**src/rtl/bias_accum_relu.sv**
```systemverilog
// rtl/bias_accum_relu.sv - per-lane bias + partial-sum accumulator with ReLU and 18-bit saturation
module bias_accum_relu #(
    parameter int N_adder_tree = 16,
    parameter int N_PASS       = 4,
    parameter int ACC_W        = 24,
    parameter int N_GROUP      = 8
) (
    input  logic                       clk,
    input  logic                       rst,
    input  logic [N_adder_tree*18-1:0] bias,
    input  logic [N_adder_tree*18-1:0] in_sum,
    input  logic                       in_valid,
    output logic                       in_ready,
    output logic [N_adder_tree*18-1:0] out_data,
    output logic                       out_valid,
    input  logic                       out_ready,
    output logic                       out_last
);

    localparam int PW = (N_PASS > 1) ? $clog2(N_PASS) : 1;
    localparam int GW = (N_GROUP > 1) ? $clog2(N_GROUP) : 1;
    localparam logic [PW-1:0] P_LAST = PW'(N_PASS - 1);
    localparam logic [GW-1:0] G_LAST = GW'(N_GROUP - 1);

    logic [PW-1:0] pcnt;
    logic [GW-1:0] gcnt;
    logic          out_valid_q;
    logic          accept;
    logic          final_beat;
    logic          out_xfer;

    // in_ready depends only on registered state and out_ready, never on in_valid
    assign in_ready   = !out_valid_q || out_ready;
    assign accept     = in_valid && in_ready;
    assign final_beat = accept && (pcnt == P_LAST);
    assign out_xfer   = out_valid_q && out_ready;
    assign out_valid  = out_valid_q;
    assign out_last   = (gcnt == G_LAST) && out_valid_q;

    // Pass/group counters and output-valid flag; a new final beat on a transfer edge keeps valid high
    always_ff @(posedge clk) begin
        if (rst) begin
            pcnt        <= '0;
            gcnt        <= '0;
            out_valid_q <= 1'b0;
        end else begin
            if (accept) begin
                pcnt <= (pcnt == P_LAST) ? '0 : pcnt + 1'b1;
            end
            if (out_xfer) begin
                gcnt <= (gcnt == G_LAST) ? '0 : gcnt + 1'b1;
            end
            if (final_beat) begin
                out_valid_q <= 1'b1;
            end else if (out_xfer) begin
                out_valid_q <= 1'b0;
            end
        end
    end

    for (genvar i = 0; i < N_adder_tree; i++) begin : g_lane
        logic signed [ACC_W-1:0] acc;
        logic signed [ACC_W-1:0] base;
        logic signed [ACC_W-1:0] nxt;
        logic        [17:0]      res;
        logic        [17:0]      od;

        // First beat of a vector starts from the bias; later beats continue the running sum
        assign base = (pcnt == '0) ? {{(ACC_W-18){bias[18*i+17]}}, bias[18*i +: 18]} : acc;
        assign nxt  = base + {{(ACC_W-18){in_sum[18*i+17]}}, in_sum[18*i +: 18]};

        // ReLU clamps negatives to 0; any set bit above bit 16 of a positive sum saturates to 131071
        assign res = nxt[ACC_W-1]        ? 18'd0 :
                     (|nxt[ACC_W-2:17])  ? 18'h1FFFF :
                                           nxt[17:0];

        // Lane accumulator and output register; output only reloads on the final beat
        always_ff @(posedge clk) begin
            if (rst) begin
                acc <= '0;
                od  <= '0;
            end else begin
                if (accept) begin
                    acc <= nxt;
                end
                if (final_beat) begin
                    od <= res;
                end
            end
        end

        assign out_data[18*i +: 18] = od;
    end

endmodule

```
**config.mk**
```make
export PLATFORM = sky130hd
export DESIGN_NAME = bias_accum_relu
export DESIGN_NICKNAME = d
export VERILOG_FILES = /design/src/rtl/bias_accum_relu.sv
export SDC_FILE = /design/constraint.sdc
export NUM_CORES = 2
export LEC_CHECK = 0
export BUFFER_PORTS_ARGS = -buffer_cell sky130_fd_sc_hd__buf_2
export CELL_PAD_IN_SITES_DETAIL_PLACEMENT = 0
export CELL_PAD_IN_SITES_GLOBAL_PLACEMENT = 2
export CORE_AREA = 2 2 579 293
export DETAILED_ROUTE_END_ITERATION = 8
export DIE_AREA = 0 0 581 295
export PLACE_DENSITY_LB_ADDON = 0.1
export SLEW_MARGIN = 30
export SYNTH_ARGS = -nofsm -noshare
export SYNTH_HDL_FRONTEND = slang
export SYNTH_SLANG_ARGS = --single-unit
```
**constraint.sdc**
```tcl
create_clock -name clk -period 7 [get_ports clk]
set_input_delay 1.05 -clock clk [delete_from_list [all_inputs] [get_ports clk]]
set_output_delay 1.05 -clock clk [all_outputs]
set_load 0.02 [all_outputs]
```
==> summary by stage <==
Route
The DRC violation count after routing is 0. The detailed router finished its first iteration with 3,217 violations. The met2 wire length is 79.4 mm. After detailed routing, the average wire length per cell comes to 22.1 um.

The final layout contains routed wiring with a total length of 195 mm. In the final routing, the length of wire on met1 measures 103 mm. The via density per instance is 5.11. The number of nets with antenna violations after detailed routing is 0. Across all layers, the routed design uses 45.2k vias. The wire length on met3 is 8.93 mm.

The first detailed-routing pass took 5 iterations. The highest layer touched by signal routing is met5.

Critical path
The most frequent cell on the critical path is sky130_fd_sc_hd__buf_4. The critical path startpoint is pcnt[0]$_SDFFE_PP0P_. The delay of the slowest cell on the worst path is 690 ps. The reg2reg setup slack is 1190 ps. The number of cells on the worst reg-to-reg path is 17. The top fanout value on the critical path is 32. The required time at the worst-slack endpoint is 7510 ps.

The critical path capture point is g_lane[14].od[1]$_SDFFE_PP0P_. The cell with the largest stage delay on the worst path is sky130_fd_sc_hd__ha_4. The data arrival at the endpoint of the critical path is 6310 ps. Walking the worst path, the cells encountered are inv_1, ha_4, buf_12, buf_4, buf_4, mux2_2, ha_1, and3_1, a31o_2, a211oi_1, o21ai_1, o41a_1, xnor2_1, nor4b_1, nand2b_1, nor2_1, o21ai_0. STA classifies the critical path endpoint as a register. The startpoint type of the worst setup path is a register. The category of the critical setup timing path is reg2reg. In this run the critical register-to-register path is captured at g_lane[14].od[1]$_SDFFE_PP0P_.

The startpoint identified for the worst register-to-register timing path is pcnt[0]$_SDFFE_PP0P_.

Die
For this configuration, the core starts out at a cell density of 27.9%. The row count is 106. The die is 295 um tall. The horizontal extent of the die is 581 um. After floorplanning, the core was sized to cover 166,000 um^2. The die covers 171,000 um^2. For this design the top-level I/O count stands at 871.

Power
Of the total power, the clock network draws 29.3%. In this run the static leakage power is 25.0 nW. Across the VDD grid, the largest voltage drop is 0.174 mV. In this run, flip-flops and latches consume 29.3% of the power. The analysis attributes to net switching a power of 5.93 mW.

Internal power comes to 9.30 mW. The total power density per cell area is 273 nW/um^2. The fraction of power spent switching nets is 38.9%. The total power is 15.2 mW. Combinational logic burns 41.4% of the power.

Synthesis
Yosys printed 0 warnings. Counting flops with an async set or reset pin after synthesis yields a share of 0%. The post-synthesis average cell area is 7.94 um^2. The mapped cell area is 46,300 um^2.

The part of the Yosys area used for sequential elements is 29.3%. sky130_fd_sc_hd__nand2_1 is the most common cell in the netlist. In this run, synthesis produced a sequential element count of 678. The number of synthesized flops with an enable pin is 0. The cell accounting for the most synthesized area is sky130_fd_sc_hd__dfxtp_1. The number of different library cells used by synthesis comes to 88.

After synthesis, the most frequently instantiated cells are sky130_fd_sc_hd__nand2_1 (914), sky130_fd_sc_hd__a21oi_1 (747), sky130_fd_sc_hd__dfxtp_1 (678), sky130_fd_sc_hd__ha_1 (388), sky130_fd_sc_hd__nor2_1 (386). The area fraction of the dominant cell type after synthesis is 29.3%. Synthesis produced a netlist whose cell count is 5,832. When the netlist entered floorplanning its net count stood at 6,816. By area the synthesized netlist is led by sky130_fd_sc_hd__dfxtp_1 (29%), sky130_fd_sc_hd__ha_1 (10%), sky130_fd_sc_hd__a21oi_1 (8.1%).

The most used flip-flop cell after synthesis is sky130_fd_sc_hd__dfxtp_1.

Hold path
The startpoint of the worst hold path is g_lane[2].od[16]$_SDFFE_PP0P_. The min-delay analysis places its worst path in the category reg2reg.

Clocking
In this run the post-CTS setup repair buffer count came out at 0. No sink is reached through more buffers than the 3 on the longest clock path. For this design, the CTS-stage hold fixing added 0 buffers.

TritonCTS created 80 clock buffers. The number of levels the H-tree was split into is 3. The root buffer selected by CTS is sky130_fd_sc_hd__clkbuf_16.

The clock latency on the worst-skew pair is 680 ps. The count of instances resized after the clock tree is built is 0. Clock-pin slew was measured on the worst setup and hold paths at 70 ps. The clock tree from TritonCTS is built. CTS saw 678 sinks.

Global route
The residual overflow from global routing is 0. The via count of the first global-routing pass was 42.3k. Global routing consumed, over all layers together, 21.9% of the routing resources.

The number of antenna violations at the first check in global routing was 78. Entering global routing, the biggest net connects 152 pins. The global-route wire length before repair is 288 mm.

Finish
The total area of multi-input combinational cells is 31,000 um^2. The number of fill cells in the layout is 17.9k. The area of all sequential standard cells is 13,600 um^2.

After the last flow step, the layout net total stands at 7,533. The share of layout cells above drive strength 1 is 21.1%. From synthesis to final layout, the design area changed by 20.3%.

Timing
Summed over all failing endpoints, the final setup total negative slack is 0 ps. The upper clock frequency limit is 172 MHz. The transition at the pin with the smallest max-transition slack is 996 ps. The final-report max-slew violation count is 0. The time the worst path needs with I/O delays and setup is 5810 ps. Setup repair after global routing left no endpoint under its margin. The count of endpoints failing hold in the final timing report is 0. The relative max-transition margin is 33.4%.

The setup skew after layout is 39.4 ps. The final critical path takes up 82.9% of the cycle. The total of endpoints with negative setup slack in the final report is 0.

Run status
The run finished with clean final reports.

Placement
The count of buffers from port buffering is 870. The congestion estimate from routability-driven global placement came to 0.866. The placed wire-length estimate after detailed placement is 147 mm.

Run
The max capacitance violation total is 0.
per-stage QoR:
stage / hold WS [ps] / utilization (%) / cells / cell area, um^2 / setup WS [ps]
final: 442 / 33.5 / 8840 / 55700 / 1190
after global routing: 463 / 33.5 / 8834 / 55700 / 783
after CTS: 446 / 33.5 / 8822 / 55600 / 1240
after detailed placement: 436 / 31.9 / 8681 / 53000 / 1250
after global placement: 432 / 31.9 / 8679 / 53000 / 1260
after floorplan: 432 / - / 5832 / 46300 / 1060
flip-flops by register name, indices dropped and copies added, names as in the netlist:
signal	cells
out_valid	1
gcnt	3
g_lane.od	288
g_lane.acc	384
pcnt	2
worst max-delay path: cells and delay by family (launching register included):
kind,cells,cell delay (ps)
fa+ha+maj,2,1040
buf+inv,4,820
xor+xnor,1,180
flops,1,320
compound gates,5,1500
simple gates,4,1400
mux,1,350
cells by family after synthesis:
family / count (synthesis) / synth area share (%)
muxes: 292 / 7.06
AOI/OAI and AO/OA: 1886 / 25.7
DFF: 678 / 29.3
adders and majority gates: 404 / 11.2
buffers and inverters: 486 / 3.98
xor gates and xnor gates: 310 / 5.90
and+or+nand+nor: 1776 / 16.9
area by class of cell:
| cell class | count | share of cell area, % |
|---|---|---|
| diodes | 18 | 0.0809 |
| clock buffers | 110 | 4.20 |
| clock inverters | 31 | 0.555 |
| inverters | 187 | 1.26 |
| multi-input cells | 4668 | 55.6 |
| flip-flops and latches | 678 | 24.4 |
| well taps | 2214 | 4.98 |
| repair buffers | 934 | 8.95 |
power groups by stage:
stage	registers [mW]	clock network, mW	logic, mW
2_1_floorplan	4.50	0	4.48
3_3_place_gp	4.53	0	6.29
3_5_place_dp	4.54	0	6.23
4_1_cts	4.45	4.63	6.27
5_1_grt	4.50	4.79	7.02
6_report	4.45	4.47	6.30
per-layer routing:
layer / GRT usage [%] / up-vias
met1: 34.0 / 21369
met2: 31.2 / 1077
li1: - / 22451
met4: 4.04 / 14
met3: 3.42 / 242
met5: 0 / -
worst min path at each step:
stage | cells past startpoint | to | slack, ps
after CTS | 2 | g_lane[2].od[16]$_SDFFE_PP0P_ | 450
after global placement | 2 | g_lane[2].od[16]$_SDFFE_PP0P_ | 430
after floorplan | 2 | g_lane[12].acc[20]$_SDFFE_PP0P_ | 430
after global routing | 1 | g_lane[10].od[17]$_SDFFE_PP0P_ | 460
final | 2 | g_lane[2].od[16]$_SDFFE_PP0P_ | 440
after detailed placement | 2 | g_lane[2].od[16]$_SDFFE_PP0P_ | 440
cells in the final DEF (no fill, tap or decap), types with 72 or more instances in the layout:
| cell | count |
|---|---|
| sky130_fd_sc_hd__a21oi_1 | 746 |
| sky130_fd_sc_hd__clkbuf_16 | 85 |
| sky130_fd_sc_hd__nor3_1 | 75 |
| sky130_fd_sc_hd__inv_1 | 187 |
| sky130_fd_sc_hd__xnor2_1 | 194 |
| sky130_fd_sc_hd__nand2_1 | 913 |
| sky130_fd_sc_hd__nand3_1 | 93 |
| sky130_fd_sc_hd__xor2_1 | 115 |
| sky130_fd_sc_hd__ha_1 | 387 |
| sky130_fd_sc_hd__a22oi_1 | 72 |
| sky130_fd_sc_hd__a211oi_1 | 108 |
| sky130_fd_sc_hd__o21ai_0 | 261 |
| sky130_fd_sc_hd__buf_2 | 869 |
| sky130_fd_sc_hd__mux2_2 | 274 |
| sky130_fd_sc_hd__nor2_1 | 385 |
| sky130_fd_sc_hd__a21o_1 | 167 |
| sky130_fd_sc_hd__dfxtp_1 | 678 |
No activity file was read; power rests on OpenSTA's default activity.
